===== src/rtl/gift_vga_pkg.sv =====
// Shared types and helpers for the falling-object sprite engine.
package gift_vga_pkg;

  typedef enum logic [2:0] {
    ST_IDLE, ST_SEL, ST_ERASE, ST_MOVE, ST_DRAW, ST_NEXT, ST_DONE
  } state_e;

  function automatic int cnt_w(input int n);
    return (n <= 1) ? 1 : $clog2(n);
  endfunction

  // Worst-case cycles for one frame update over n_obj slots of w x h pixels.
  function automatic int frame_cycles(input int n_obj, input int w, input int h);
    return n_obj * (2 * w * h + 4) + 2;
  endfunction

endpackage


===== src/rtl/gift_sprite_engine_if.sv =====
// Spawn handshake from game logic and registered pixel stream to the VGA adapter.
interface gift_sprite_engine_if #(
  parameter int NX      = 8,
  parameter int NY      = 7,
  parameter int COLOR_W = 9,
  parameter int NUM_OBJ = 4
);
  localparam int CW = $clog2(NUM_OBJ + 1);

  logic               spawn_valid;
  logic               spawn_ready;
  logic [NX-1:0]      spawn_x;
  logic [COLOR_W-1:0] spawn_color;
  logic [2:0]         speed;
  logic [NX-1:0]      VGA_X;
  logic [NY-1:0]      VGA_Y;
  logic [COLOR_W-1:0] VGA_COLOR;
  logic               plot;
  logic               frame_done;
  logic               missed;
  logic [CW-1:0]      active_count;

  modport master (
    output spawn_valid, spawn_x, spawn_color, speed,
    input  spawn_ready, VGA_X, VGA_Y, VGA_COLOR, plot, frame_done, missed, active_count
  );

  modport slave (
    input  spawn_valid, spawn_x, spawn_color, speed,
    output spawn_ready, VGA_X, VGA_Y, VGA_COLOR, plot, frame_done, missed, active_count
  );
endinterface


===== src/rtl/gift_sprite_engine_rect_scan.sv =====
// Row-major W x H raster stepper shared by the erase and draw passes.
module rect_scan import gift_vga_pkg::*; #(
  parameter int W  = 8,
  parameter int H  = 4,
  parameter int XW = cnt_w(W),
  parameter int YW = cnt_w(H)
) (
  input  logic          clk,
  input  logic          rst,
  input  logic          i_en,
  output logic [XW-1:0] o_px,
  output logic [YW-1:0] o_py,
  output logic          o_last
);
  localparam logic [XW-1:0] X_LAST = XW'(W - 1);
  localparam logic [YW-1:0] Y_LAST = YW'(H - 1);

  logic [XW-1:0] r_px;
  logic [YW-1:0] r_py;

  // Held at the origin while disabled so every pass starts at (0,0).
  always_ff @(posedge clk or posedge rst) begin
    if (rst) begin
      r_px <= '0;
      r_py <= '0;
    end else if (!i_en || r_px == X_LAST) begin
      r_px <= '0;
      if (!i_en || r_py == Y_LAST) r_py <= '0;
      else                         r_py <= r_py + YW'(1);
    end else begin
      r_px <= r_px + XW'(1);
    end
  end

  assign o_px   = r_px;
  assign o_py   = r_py;
  assign o_last = i_en && (r_px == X_LAST) && (r_py == Y_LAST);
endmodule


===== src/rtl/gift_sprite_engine.sv =====
// Multi-object falling-sprite renderer: per tick erase, move and redraw each slot.
// Optional speed ramp with misses is enabled by defining GIFT_SPEED_RAMP_EN.
module gift_sprite_engine import gift_vga_pkg::*; #(
  parameter int X_RES    = 160,
  parameter int Y_RES    = 120,
  parameter int NX       = 8,
  parameter int NY       = 7,
  parameter int COLOR_W  = 9,
  parameter int NUM_OBJ  = 4,
  parameter int OBJ_W    = 8,
  parameter int OBJ_H    = 4,
  parameter int TICK_DIV = 833333,
  parameter int BG_COLOR = 0
) (
  input logic CLOCK_50,
  input logic Reset,
  gift_sprite_engine_if.slave bus
);
  localparam int XW  = cnt_w(OBJ_W);
  localparam int YW  = cnt_w(OBJ_H);
  localparam int IW  = cnt_w(NUM_OBJ);
  localparam int TW  = cnt_w(TICK_DIV);
  localparam int CW  = $clog2(NUM_OBJ + 1);
  localparam int NYE = NY + 1;
  localparam logic [TW-1:0]  TICK_LAST = TW'(TICK_DIV - 1);
  localparam logic [NX-1:0]  X_MAX     = NX'(X_RES - OBJ_W);
  localparam logic [NYE-1:0] Y_MAX     = NYE'(Y_RES - OBJ_H);

  state_e              r_state, w_state_nxt;
  logic [TW-1:0]       r_tick_cnt;
  logic                r_tick_pending, w_wrap;
  logic [NUM_OBJ-1:0]  r_act, r_drawn;
  logic [NX-1:0]       r_x   [NUM_OBJ];
  logic [NY-1:0]       r_y   [NUM_OBJ];
  logic [COLOR_W-1:0]  r_col [NUM_OBJ];
  logic [IW-1:0]       r_idx, w_free_idx;
  logic                w_has_free, w_spawn, w_scan_en, w_last, w_off;
  logic [XW-1:0]       w_px;
  logic [YW-1:0]       w_py;
  logic [2:0]          w_speed;
  logic [NYE-1:0]      w_y_new;
  logic [CW-1:0]       w_count;
  logic [NX-1:0]       r_vga_x;
  logic [NY-1:0]       r_vga_y;
  logic [COLOR_W-1:0]  r_vga_c;
  logic                r_plot;

  assign w_wrap = (r_tick_cnt == TICK_LAST);

  always_ff @(posedge CLOCK_50 or posedge Reset) begin
    if (Reset) begin
      r_tick_cnt     <= '0;
      r_tick_pending <= 1'b0;
    end else begin
      r_tick_cnt <= w_wrap ? '0 : r_tick_cnt + TW'(1);
      if (w_wrap)                                    r_tick_pending <= 1'b1;
      else if (r_state == ST_IDLE && r_tick_pending) r_tick_pending <= 1'b0;
    end
  end

  always_comb begin
    w_free_idx = '0;
    w_has_free = 1'b0;
    w_count    = '0;
    for (int k = NUM_OBJ - 1; k >= 0; k--) begin
      if (!r_act[k]) begin
        w_free_idx = IW'(k);
        w_has_free = 1'b1;
      end
      w_count = w_count + CW'(r_act[k]);
    end
  end

  assign bus.spawn_ready  = !Reset && (r_state == ST_IDLE) && w_has_free;
  assign w_spawn          = bus.spawn_valid && bus.spawn_ready;
  assign bus.active_count = w_count;

`ifdef GIFT_SPEED_RAMP_EN
  logic [2:0] r_miss_cnt, r_bonus;
  logic [3:0] w_sum;

  always_ff @(posedge CLOCK_50 or posedge Reset) begin
    if (Reset) begin
      r_miss_cnt <= '0;
      r_bonus    <= '0;
    end else if (bus.missed) begin
      r_miss_cnt <= r_miss_cnt + 3'd1;
      if (r_miss_cnt == 3'd7 && r_bonus != 3'd7) r_bonus <= r_bonus + 3'd1;
    end
  end

  assign w_sum   = {1'b0, bus.speed} + {1'b0, r_bonus};
  assign w_speed = w_sum[3] ? 3'd7 : w_sum[2:0];
`else
  assign w_speed = bus.speed;
`endif

  // A slot that has never been drawn gets a zero move so it first appears at y = 0.
  assign w_y_new = {1'b0, r_y[r_idx]} + (r_drawn[r_idx] ? NYE'(w_speed) : '0);
  assign w_off   = (w_y_new > Y_MAX);

  assign bus.missed     = (r_state == ST_MOVE) && w_off;
  assign bus.frame_done = (r_state == ST_DONE);
  assign w_scan_en      = (r_state == ST_ERASE) || (r_state == ST_DRAW);

  rect_scan #(.W(OBJ_W), .H(OBJ_H), .XW(XW), .YW(YW)) u_scan (
    .clk    (CLOCK_50),
    .rst    (Reset),
    .i_en   (w_scan_en),
    .o_px   (w_px),
    .o_py   (w_py),
    .o_last (w_last)
  );

  always_ff @(posedge CLOCK_50 or posedge Reset) begin
    if (Reset) r_state <= ST_IDLE;
    else       r_state <= w_state_nxt;
  end

  always_comb begin
    w_state_nxt = r_state;
    case (r_state)
      ST_IDLE:  if (r_tick_pending) w_state_nxt = ST_SEL;
      ST_SEL: begin
        if (!r_act[r_idx])        w_state_nxt = ST_NEXT;
        else if (r_drawn[r_idx])  w_state_nxt = ST_ERASE;
        else                      w_state_nxt = ST_MOVE;
      end
      ST_ERASE: if (w_last) w_state_nxt = ST_MOVE;
      ST_MOVE:  w_state_nxt = w_off ? ST_NEXT : ST_DRAW;
      ST_DRAW:  if (w_last) w_state_nxt = ST_NEXT;
      ST_NEXT:  w_state_nxt = (r_idx == IW'(NUM_OBJ - 1)) ? ST_DONE : ST_SEL;
      ST_DONE:  w_state_nxt = ST_IDLE;
      default:  w_state_nxt = ST_IDLE;
    endcase
  end

  always_ff @(posedge CLOCK_50 or posedge Reset) begin
    if (Reset) begin
      r_act   <= '0;
      r_drawn <= '0;
      r_idx   <= '0;
      for (int k = 0; k < NUM_OBJ; k++) begin
        r_x[k]   <= '0;
        r_y[k]   <= '0;
        r_col[k] <= '0;
      end
    end else begin
      if (w_spawn) begin
        r_act[w_free_idx]   <= 1'b1;
        r_drawn[w_free_idx] <= 1'b0;
        r_x[w_free_idx]     <= (bus.spawn_x > X_MAX) ? X_MAX : bus.spawn_x;
        r_y[w_free_idx]     <= '0;
        r_col[w_free_idx]   <= bus.spawn_color;
      end
      case (r_state)
        ST_IDLE: r_idx <= '0;
        ST_MOVE: begin
          if (w_off) begin
            r_act[r_idx]   <= 1'b0;
            r_drawn[r_idx] <= 1'b0;
          end else begin
            r_y[r_idx] <= w_y_new[NY-1:0];
          end
        end
        ST_DRAW: if (w_last) r_drawn[r_idx] <= 1'b1;
        ST_NEXT: r_idx <= r_idx + IW'(1);
        default: ;
      endcase
    end
  end

  always_ff @(posedge CLOCK_50 or posedge Reset) begin
    if (Reset) begin
      r_plot  <= 1'b0;
      r_vga_x <= '0;
      r_vga_y <= '0;
      r_vga_c <= '0;
    end else begin
      r_plot <= w_scan_en;
      if (w_scan_en) begin
        r_vga_x <= r_x[r_idx] + NX'(w_px);
        r_vga_y <= r_y[r_idx] + NY'(w_py);
        r_vga_c <= (r_state == ST_DRAW) ? r_col[r_idx] : COLOR_W'(BG_COLOR);
      end
    end
  end

  assign bus.VGA_X     = r_vga_x;
  assign bus.VGA_Y     = r_vga_y;
  assign bus.VGA_COLOR = r_vga_c;
  assign bus.plot      = r_plot;
endmodule


===== src/flat_wrapper.sv =====
// flat-port wrapper written by rule: the top's interface ports become plain ports
module gift_sprite_engine_flat import gift_vga_pkg::*;
#(
  parameter int X_RES    = 160,
  parameter int Y_RES    = 120,
  parameter int NX       = 8,
  parameter int NY       = 7,
  parameter int COLOR_W  = 9,
  parameter int NUM_OBJ  = 4,
  parameter int OBJ_W    = 8,
  parameter int OBJ_H    = 4,
  parameter int TICK_DIV = 833333,
  parameter int BG_COLOR = 0
)
  (CLOCK_50, Reset, bus_spawn_valid, bus_spawn_x, bus_spawn_color, bus_speed, bus_spawn_ready, bus_VGA_X, bus_VGA_Y, bus_VGA_COLOR, bus_plot, bus_frame_done, bus_missed, bus_active_count);
  gift_sprite_engine_if #(.NX(NX), .NY(NY), .COLOR_W(COLOR_W), .NUM_OBJ(NUM_OBJ)) bus_i ();
  input logic CLOCK_50;
  input logic Reset;
  input wire logic [$bits(bus_i.spawn_valid)-1:0] bus_spawn_valid;
  input wire logic [$bits(bus_i.spawn_x)-1:0] bus_spawn_x;
  input wire logic [$bits(bus_i.spawn_color)-1:0] bus_spawn_color;
  input wire logic [$bits(bus_i.speed)-1:0] bus_speed;
  output wire logic [$bits(bus_i.spawn_ready)-1:0] bus_spawn_ready;
  output wire logic [$bits(bus_i.VGA_X)-1:0] bus_VGA_X;
  output wire logic [$bits(bus_i.VGA_Y)-1:0] bus_VGA_Y;
  output wire logic [$bits(bus_i.VGA_COLOR)-1:0] bus_VGA_COLOR;
  output wire logic [$bits(bus_i.plot)-1:0] bus_plot;
  output wire logic [$bits(bus_i.frame_done)-1:0] bus_frame_done;
  output wire logic [$bits(bus_i.missed)-1:0] bus_missed;
  output wire logic [$bits(bus_i.active_count)-1:0] bus_active_count;
  assign bus_i.spawn_valid = bus_spawn_valid;
  assign bus_i.spawn_x = bus_spawn_x;
  assign bus_i.spawn_color = bus_spawn_color;
  assign bus_i.speed = bus_speed;
  assign bus_spawn_ready = bus_i.spawn_ready;
  assign bus_VGA_X = bus_i.VGA_X;
  assign bus_VGA_Y = bus_i.VGA_Y;
  assign bus_VGA_COLOR = bus_i.VGA_COLOR;
  assign bus_plot = bus_i.plot;
  assign bus_frame_done = bus_i.frame_done;
  assign bus_missed = bus_i.missed;
  assign bus_active_count = bus_i.active_count;
  gift_sprite_engine #(.X_RES(X_RES), .Y_RES(Y_RES), .NX(NX), .NY(NY), .COLOR_W(COLOR_W), .NUM_OBJ(NUM_OBJ), .OBJ_W(OBJ_W), .OBJ_H(OBJ_H), .TICK_DIV(TICK_DIV), .BG_COLOR(BG_COLOR)) u_core (.CLOCK_50(CLOCK_50), .Reset(Reset), .bus(bus_i));
endmodule

===== config.mk =====
export PLATFORM = sky130hd
export DESIGN_NAME = gift_sprite_engine_flat
export DESIGN_NICKNAME = d
export VERILOG_FILES = /design/src/rtl/gift_vga_pkg.sv /design/src/rtl/gift_sprite_engine_if.sv /design/src/rtl/gift_sprite_engine_rect_scan.sv /design/src/rtl/gift_sprite_engine.sv /design/src/flat_wrapper.sv
export SDC_FILE = /design/constraint.sdc
export NUM_CORES = 1
export LEC_CHECK = 0
export BUFFER_PORTS_ARGS = -buffer_cell sky130_fd_sc_hd__buf_2
export CAP_MARGIN = 40
export CORE_MARGIN = 2
export CORE_UTILIZATION = 40
export CTS_BUF_LIST = sky130_fd_sc_hd__clkbuf_8
export DETAILED_ROUTE_END_ITERATION = 8
export GPL_TIMING_DRIVEN = 0
export PLACE_DENSITY = 0.63
export REMOVE_ABC_BUFFERS = 1
export SLEW_MARGIN = 20
export SYNTH_ARGS = -nofsm -noshare
export SYNTH_HDL_FRONTEND = slang
export SYNTH_HIERARCHICAL = 1
export SYNTH_SLANG_ARGS = --single-unit
export TNS_END_PERCENT = 10

===== constraint.sdc =====
create_clock -name CLOCK_50 -period 5.2 [get_ports CLOCK_50]
set_input_delay 1.04 -clock CLOCK_50 [delete_from_list [all_inputs] [get_ports CLOCK_50]]
set_output_delay 1.04 -clock CLOCK_50 [all_outputs]
set_load 0.005 [all_outputs]

# After elaboration in Yosys (flattened, before gate mapping)
# Index checks and enable logic that the tools add are counted.
classes:
  addsub: 10
  magnitude_cmp: 10
  eq_ne: 13
  n_mux: 63
  bitwise_logic: 11
  reduce_logical: 20
ops:
  columns: ["op", "n"]
  rows:
  - ["$mux W28", 3]
  - ["$bwmux W36", 1]
  - ["$mux W9", 4]
  - ["$bwmux W32", 1]
  - ["$mux W8", 4]
  - ["$and A28 B28 Y28", 1]
  - ["$bwmux W28", 1]
  - ["$demux W7 S2", 2]
  - ["$mux W7", 4]
  - ["$not A28 Y28", 1]
  - ["$mux W4", 6]
  - ["$mux W3", 7]
  - ["$add A20 B1 Y20 const B", 1]
  - ["$eq A20 B20 Y1 const B", 1]
  - ["$mux W20", 1]
  - ["$bmux W9 S2", 1]
  - ["$demux W9 S2", 1]
  - ["$pmux W3 S6", 1]
  - ["$bmux W8 S2", 1]
  - ["$demux W8 S2", 1]
  - ["$bmux W7 S2", 1]
  - ["$and A4 B4 Y4", 3]
  - ["$eq A3 B3 Y1 const B", 4]
  - ["$mux W1", 12]
  - ["other kinds (32)", 64]
totals:
  ff_bits: 160
  out_inout_bits: 31

# Depth between registers and ports, before layout
# Gate-level depths: netlist (run 1).
depth:
  ltp_word: 15
  mapped_depth: 13
  ltp_nobuf: 11

# Modules after synthesis
# The synthesis (run 1) kept the hierarchy.
modules_own_cells:
  columns: ["mod", "n_inst", "cells_per_inst", "area_each_um2", "seq_area_each_um2"]
  rows:
  - ["gift_sprite_engine", 1, 711, 7882.6, 3878.7]
  - ["rect_scan", 1, 19, 244.0, 125.1]

# Least setup slack after synthesis (run 1)
# OpenSTA, ideal clock, no wires.
synth_timing:
  kind: "register to output"
  from: "register u_core.r_idx[1]"
  to: "output bus_missed"
  arrival_time_ns: 3.433
  required_time_ns: 4.160
  path_slack_ns: 0.727
  stages_incl_launch_ff: 14
  path_buffers: 3
  cell_sequence: "dfrtp_1 -> buf_2 -> buf_2 -> buf_1 -> mux4_2 -> ha_1 -> inv_1 -> fa_1 -> nor2b_1 -> or2_2 -> a21oi_2 -> o211ai_4 -> nand2_4 -> and2_1"
synth_via:
  elab_chain_cells: 7
synth_rtl:
  columns: ["item", "line_no", "rtl"]
  rows:
  - ["start, declared", "gift_sprite_engine.sv:36", "logic [IW-1:0] r_idx, w_free_idx;"]
  - ["start signal, assigned", "gift_sprite_engine.sv:167", "ST_NEXT: r_idx <= r_idx + IW'(1);"]
  - ["$not A2 Y3 (implied by the code)", "gift_sprite_engine.sv:99", "assign w_y_new = {1'b0, r_y[r_idx]} + (r_drawn[r_idx] ? NYE'(w_speed) : '0);"]
  - ["$bmux W7 S2", "gift_sprite_engine.sv:99", null]
  - ["$mux W7 (implied by the code) (2 in series)", "gift_sprite_engine.sv:99", null]
  - ["$add A7 B8 Y8 *", "gift_sprite_engine.sv:99", null]
  - ["$gt A8 B7 Y1 *", "gift_sprite_engine.sv:100", "assign w_off = (w_y_new > Y_MAX);"]
  - ["$logic_and A1 B1 Y1 *", "gift_sprite_engine.sv:102", "assign bus.missed = (r_state == ST_MOVE) && w_off;"]
  - ["end, declared", "flat_wrapper.sv:29", "output wire logic [$bits(bus_i.missed)-1:0] bus_missed;"]
# Mark *: on every way between the ends. The rest lies on a longest branch, timed or not. The select of a mux whose other input is x is not followed.

# Final worst setup path (run 1)
layout_timing:
  from: "register u_core.r_idx[0]"
  to: "output bus_missed"
# Same word-level chain as after synthesis.

==> results of run 1 <==
==> what timing repair did <==
action | in CTS | in global routing
hold buffers | 0 | 0
buffers inserted | 1 | 4
pin swaps | 0 | 1
gates cloned | 0 | 0
resized for setup | 1 | 3
setup endpoints to repair | 1 | 1
==> sequential cells by signal, summed over array words and instances, names as in the netlist, 4 cells and up <==
| register | count |
|---|---|
| u_core/bus.VGA_Y | 7 |
| u_core/r_col | 36 |
| u_core/bus.VGA_COLOR | 9 |
| u_core/r_tick_cnt | 20 |
| u_core/r_drawn | 4 |
| u_core/r_act | 4 |
| u_core/bus.VGA_X | 8 |
| u_core/r_y | 28 |
| u_core/r_x | 32 |
==> cells in the final DEF (no fill, tap or decap), types with 18 or more instances in the layout <==
cell / count
nand2_1: 110
buf_2: 53
a21oi_1: 37
clkbuf_8: 19
dfrtp_1: 158
nor2_1: 35
mux2_2: 36
inv_1: 29
mux4_2: 26
nor2b_1: 18
ha_1: 20
o21ai_0: 51
==> worst max-delay path, cell delays in order, from the launching register on <==
cell and delay [ps]:
dfrtp_4 440, buf_12 190, mux4_2 590, and2_1 190, ha_1 220, inv_1 80, fa_2 490, nor2b_1 190
or2_2 320, a21oi_4 210, o211ai_4 160, nand2_4 150, and2_1 150, buf_2 130
==> cell families after synthesis <==
| logic type | after synthesis |
|---|---|
| compound gates | 134 |
| simple gates | 238 |
| xor+xnor | 32 |
| fa+ha+maj | 24 |
| mux | 79 |
| buf+inv | 63 |
| flops | 160 |
==> through the flow <==
step                hold slack, ps  power [mW]
floorplan                      440        2.51
global placement               457        2.86
detailed placement             461        2.95
CTS                            481        3.99
global route                   505        4.20
finish                         477        3.94
==> worst min-delay path by stage <==
stage | endpoint | slack [ps] | cells past startpoint
4_1_cts | u_core/r_col[16]$_DFFE_PP0P_ | 480 | 2
6_report | u_core/r_col[16]$_DFFE_PP0P_ | 480 | 2
5_1_grt | u_core/r_col[16]$_DFFE_PP0P_ | 500 | 2
2_1_floorplan | u_core/r_col[10]$_DFFE_PP0P_ | 440 | 2
3_5_place_dp | u_core/r_col[16]$_DFFE_PP0P_ | 460 | 2
3_3_place_gp | u_core/r_x[30]$_DFFE_PP0P_ | 460 | 2
==> final cells by class <==
type	count	area share
clock buffers	19	0.0281
clock inverters	13	0.0199
inverters	28	0.0121
multi-input cells	507	0.417
flip-flops and latches	160	0.431
well taps	270	0.0363
repair buffers	71	0.0558
==> power by group <==
part | internal, mW | switching, mW | total (mW) | leakage [nW]
clock network | 0.551 | 0.473 | 1.02 | 0.222
logic | 0.593 | 0.592 | 1.18 | 1.96
registers | 1.53 | 0.201 | 1.73 | 2.11
total | 2.68 | 1.27 | 3.94 | 4.28
==> routing by layer <==
layer,GRT usage,part of all wire
met5,0,0
met4,0.0495,0.012
met3,0.0391,0.046
met2,0.268,0.47
met1,0.243,0.48
==> results.ini, run 1 <==
[sta]
setup_slack_ps=197
rsz0062_at_grt=no
period_minus_slack_ps=5000
hold_viol=0
setup-tns-final_ps=0
fmax_mhz=200
period_share=0.962
worstMarginPinSlew_ps=873
setup_viol_count_final=0
slew_headroom=0.412
slew_violations=0
clock_skew_ps=14.1

[setup_path]
endpoint_kind=output port
cp.arrival_ps=3960
r2r_slack_ps=1380
reg2regPathDepth=12
required_ps=4160
path_class=reg2out
path_max_fanout=19
crit_start=u_core/r_idx[0]$_DFFE_PP0P_
cp-start-kind=register
r2r-end=u_core/r_y[27]$_DFF_PP0_
endpoint=bus_missed
regToRegStartpoint=u_core/r_idx[0]$_DFFE_PP0P_

[place]
dp.cells=1030
port_buffers=53
gp_congestion=0.778
dp_slack_ps=266
place_hpwl_um=12000
dpl_cell_area_um2=8790

[global_route]
antenna_found_initial=1
grt_overflow=0
track_usage=0.172
grt_pass1_vias=5613
grt_max_degree=90
grt_pass1_wl_um=29300

[cells_and_area]
fillers=1846
layout-drive-gt1-share=0.249
post-route-util=0.463
nets=832
final-instance-count-excl-fill=1068
multiInputGateArea_um2=3880
areaGrowthSynthToFinish_pct=14.6
fin_area_um2=9310
diodes=0
seqCellArea_um2=4010

[logic_synthesis]
synth-compound-area-share=0.108
synth_top_flop_cell=dfrtp_1
ys_seq_elements=160
syn-cell-area_um2=8130
yosys.area.top_type=dfrtp_1
yosysMostFrequentCell=dfrtp_1
synth_adder_area_share=0.0406
synth_xor_area_frac=0.0354
syn_area_per_cell_um2=11.1
yosys_warnings=6
muxShareOfSynthArea=0.143
async_flop_share=1.00
synth_common_cells=160 x dfrtp_1, 110 x nand2_1, 51 x o21ai_0
synth_area_leaders=dfrtp_1 49%, mux4_2 7.2%, nand2_1 5.1%, mux2_2 5.0%, o21ai_0 3.1%
synth_top_family_by_area=simple AND/OR/NAND/NOR gates
yosys.area_share.simple=0.147
ys_types=62
synth_edf_count=0
yosysTopAreaCellShare=0.493
synthCells=730
synth-seq-area-share=0.493

[clock_tree]
cts_max_path_buffers=2
cts.sinks=160
cts_tree=built
cts.clk_slew.worst_paths_ps=90
clk_latency_ps=450
cts_buffers=17
htreeDepth=4
root_buffer=clkbuf_8

[die]
dieArea_um2=21500
fp.dieW_um=147
io-pin-count=54
initial_core_util=0.404
fp-row-count=52
core-area_um2=20100
fp.dieH_um=147

[drt]
drt-initial-drc-count=217
drtPass1Iterations=5
wl_per_cell_um=16.6
wl_um=17700
drtAntennaViolNets=0
route.vias.total=5557
routed_via_density=5.20
drc=0

[outcome]
status=finished, final reports clean

[power_and_ir_drop]
power.density_nw_per_um2=424
peakVddDrop_v=0.000253
p_leak_nw=4.28

[min_path]
hold_start=u_core/r_col[16]$_DFFE_PP0P_
hold_path_class=reg2reg

[run]
max-cap-violations=0

Power figures use the tool's default switching activity.
==> inputs of run 2 (changes only) <==
Settings changed: PLACE_DENSITY 0.63 to 0.59.
==> results.ini, run 2 (same netlist as run 1, synthesis figures left out) <==
[global_route]
grt_pass1_wl_um=29200  ; was 29300 um
track_usage=0.174  ; was 0.172
grt_max_degree=100  ; was 90
antenna_found_initial=0  ; was 1
grt_pass1_vias=5547  ; was 5613
grt_overflow=0  ; unchanged

[place]
port_buffers=53  ; unchanged
place_hpwl_um=12100  ; was 12000 um
gp_congestion=0.774  ; was 0.778

[drt]
drtAntennaViolNets=0  ; unchanged
drc=0  ; unchanged
drtPass1Iterations=5  ; unchanged
drt-initial-drc-count=348  ; was 217
route.vias.total=5527  ; was 5557
routed_via_density=5.18  ; was 5.20
wl_um=17800  ; was 17700 um
wl_per_cell_um=16.6  ; about the same

[cells_and_area]
areaGrowthSynthToFinish_pct=14.4  ; was 14.6%
final_common_cell=dfrtp_1  ; unchanged
nets=832  ; unchanged
diodes=0  ; unchanged
mostFrequentLayoutCells=158 x dfrtp_1, 110 x nand2_1, 53 x buf_2  ; unchanged
largest_register_ffs=36  ; unchanged
regMostFlops=u_core/r_col  ; unchanged
layout-drive-gt1-share=0.247  ; was 0.249
post-route-util=0.463  ; about the same
largestRegisters=u_core/r_col: 36 flops, u_core/r_x: 32 flops, u_core/r_y: 28 flops  ; unchanged

[min_path]
hold_start=u_core/r_col[15]$_DFFE_PP0P_  ; was u_core/r_col[16]$_DFFE_PP0P_
hold_path_class=reg2reg  ; unchanged

[clock_tree]
hold_buffers=0  ; unchanged
htreeDepth=4  ; unchanged
cts.clk_slew.worst_paths_ps=80  ; was 90 ps
cts.sinks=160  ; unchanged
cts_buffers=17  ; unchanged
cts_tree=built  ; unchanged
root_buffer=clkbuf_8  ; unchanged
clk_latency_ps=460  ; was 450 ps
cts_max_path_buffers=2  ; unchanged

[setup_path]
cp_cell_sequence=buf_12 -> mux4_2 -> ha_1 -> inv_1 -> fa_1 -> nor2b_1 -> or2_2 -> a21oi_4 -> o211ai_4 -> nand2_4 -> and2_1 -> buf_2  ; was buf_12 -> mux4_2 -> and2_1 -> ha_1 -> inv_1 -> fa_2 -> nor2b_1 -> or2_2 -> a21oi_4 -> o211ai_4 -> nand2_4 -> and2_1 -> buf_2
cp_slowest_cell=mux4_2  ; unchanged
r2r_slack_ps=1430  ; was 1380 ps
slowest_delay_ps=570  ; was 590 ps
path_max_fanout=20  ; was 19
cp.arrival_ps=3850  ; was 3960 ps
regToRegStartpoint=u_core/r_idx[0]$_DFFE_PP0P_  ; unchanged
cp-start-kind=register  ; unchanged
cp_top_family=simple AND/OR/NAND/NOR gates  ; unchanged
required_ps=4160  ; about the same
worst-path-buf-inv=3  ; unchanged
crit_start=u_core/r_idx[0]$_DFFE_PP0P_  ; unchanged
path_class=reg2out  ; unchanged
endpoint_kind=output port  ; unchanged

[sta]
slew_violations=0  ; unchanged
setup_viol_count_final=0  ; unchanged
period_share=0.941  ; was 0.962
setup-tns-final_ps=0  ; unchanged
hold_viol=0  ; unchanged
slew_headroom=0.463  ; was 0.412
clock_skew_ps=10.2  ; was 14.1 ps
rsz0062_at_grt=no  ; unchanged
period_minus_slack_ps=4890  ; was 5000 ps
fmax_mhz=204  ; was 200 MHz
worstMarginPinSlew_ps=797  ; was 873 ps

[die]
fp.dieW_um=147  ; unchanged
dieArea_um2=21500  ; unchanged
fp-row-count=52  ; unchanged
core-area_um2=20100  ; unchanged
fp.dieH_um=147  ; unchanged
initial_core_util=0.404  ; unchanged
io-pin-count=54  ; unchanged

[power_and_ir_drop]
peakVddDrop_v=0.000192  ; was 0.000253 V
power.density_nw_per_um2=424  ; about the same
finalPower_mw=3.94  ; about the same
p_leak_nw=4.29  ; was 4.28 nW

[run]
max-cap-violations=0  ; unchanged

[outcome]
status=finished, final reports clean  ; unchanged

==> run 2: report_power, final <==
group	leakage [nW]	internal, mW	switching, mW
clock	0.236	0.576	0.457
combinational	1.95	0.593	0.570
sequential	2.11	1.53	0.211
total	4.29	2.70	1.24
==> run 2: through the flow <==
step | setup slack, ps | std cells | hold WS [ps] | cell area, um^2
5_1_grt | 81.3 | 1068 | 503 | 9300
4_1_cts | 15.5 | 1061 | 481 | 9230
6_report | 305 | 1068 | 477 | 9300
2_1_floorplan | -18.2 | 695 | 440 | 7960
3_5_place_dp | 483 | 1029 | 460 | 8780
3_3_place_gp | -2180 | 1018 | 454 | 8560
==> run 2: cell type report <==
cell class,instances,area (um^2)
fillers,1887,10800
flip-flops and latches,160,4010
multi-input cells,507,3880
repair buffers,71,512
well taps,270,338
clock buffers,18,248
clock inverters,14,198
inverters,28,113
==> run 2: what timing repair did <==
item	in CTS	in global routing
cloned	0	0
setup buffers	0	6
gates resized for setup	1	2
pin swaps	0	1
endpoints found under the setup margin	1	1
endpoints found under the hold margin	0	0
==> run 2: path summary, 6_finish.rpt <==
check | endpoint | cells after the start
max in group asynchronous | u_core/r_idx[0]$_DFFE_PP0P_ | 3
setup reg to reg | u_core/r_y[5]$_DFF_PP0_ | 11
hold / removal | u_core/r_col[15]$_DFFE_PP0P_ | 2
setup / recovery | bus_missed | 12
min in group asynchronous | u_core/u_scan/o_py[1]$_DFFE_PP0P_ | 2
hold reg to reg | u_core/r_col[15]$_DFFE_PP0P_ | 2
==> run 2: per-layer routing <==
metal	wire length, um	track usage
met1	8230	0.233
met5	0	0
met2	8620	0.283
met3	724	0.0434
met4	187	0.0471
==> run 2: worst reg2reg max path: stages, from the launching register on <==
cell	delay, ps
dfrtp_4	480
buf_12	220
mux4_2	580
ha_1	240
inv_1	70
fa_1	500
nor2b_1	220
o221ai_1	170
a21o_1	230
o21ai_0	120
a211oi_1	630
o32ai_1	190
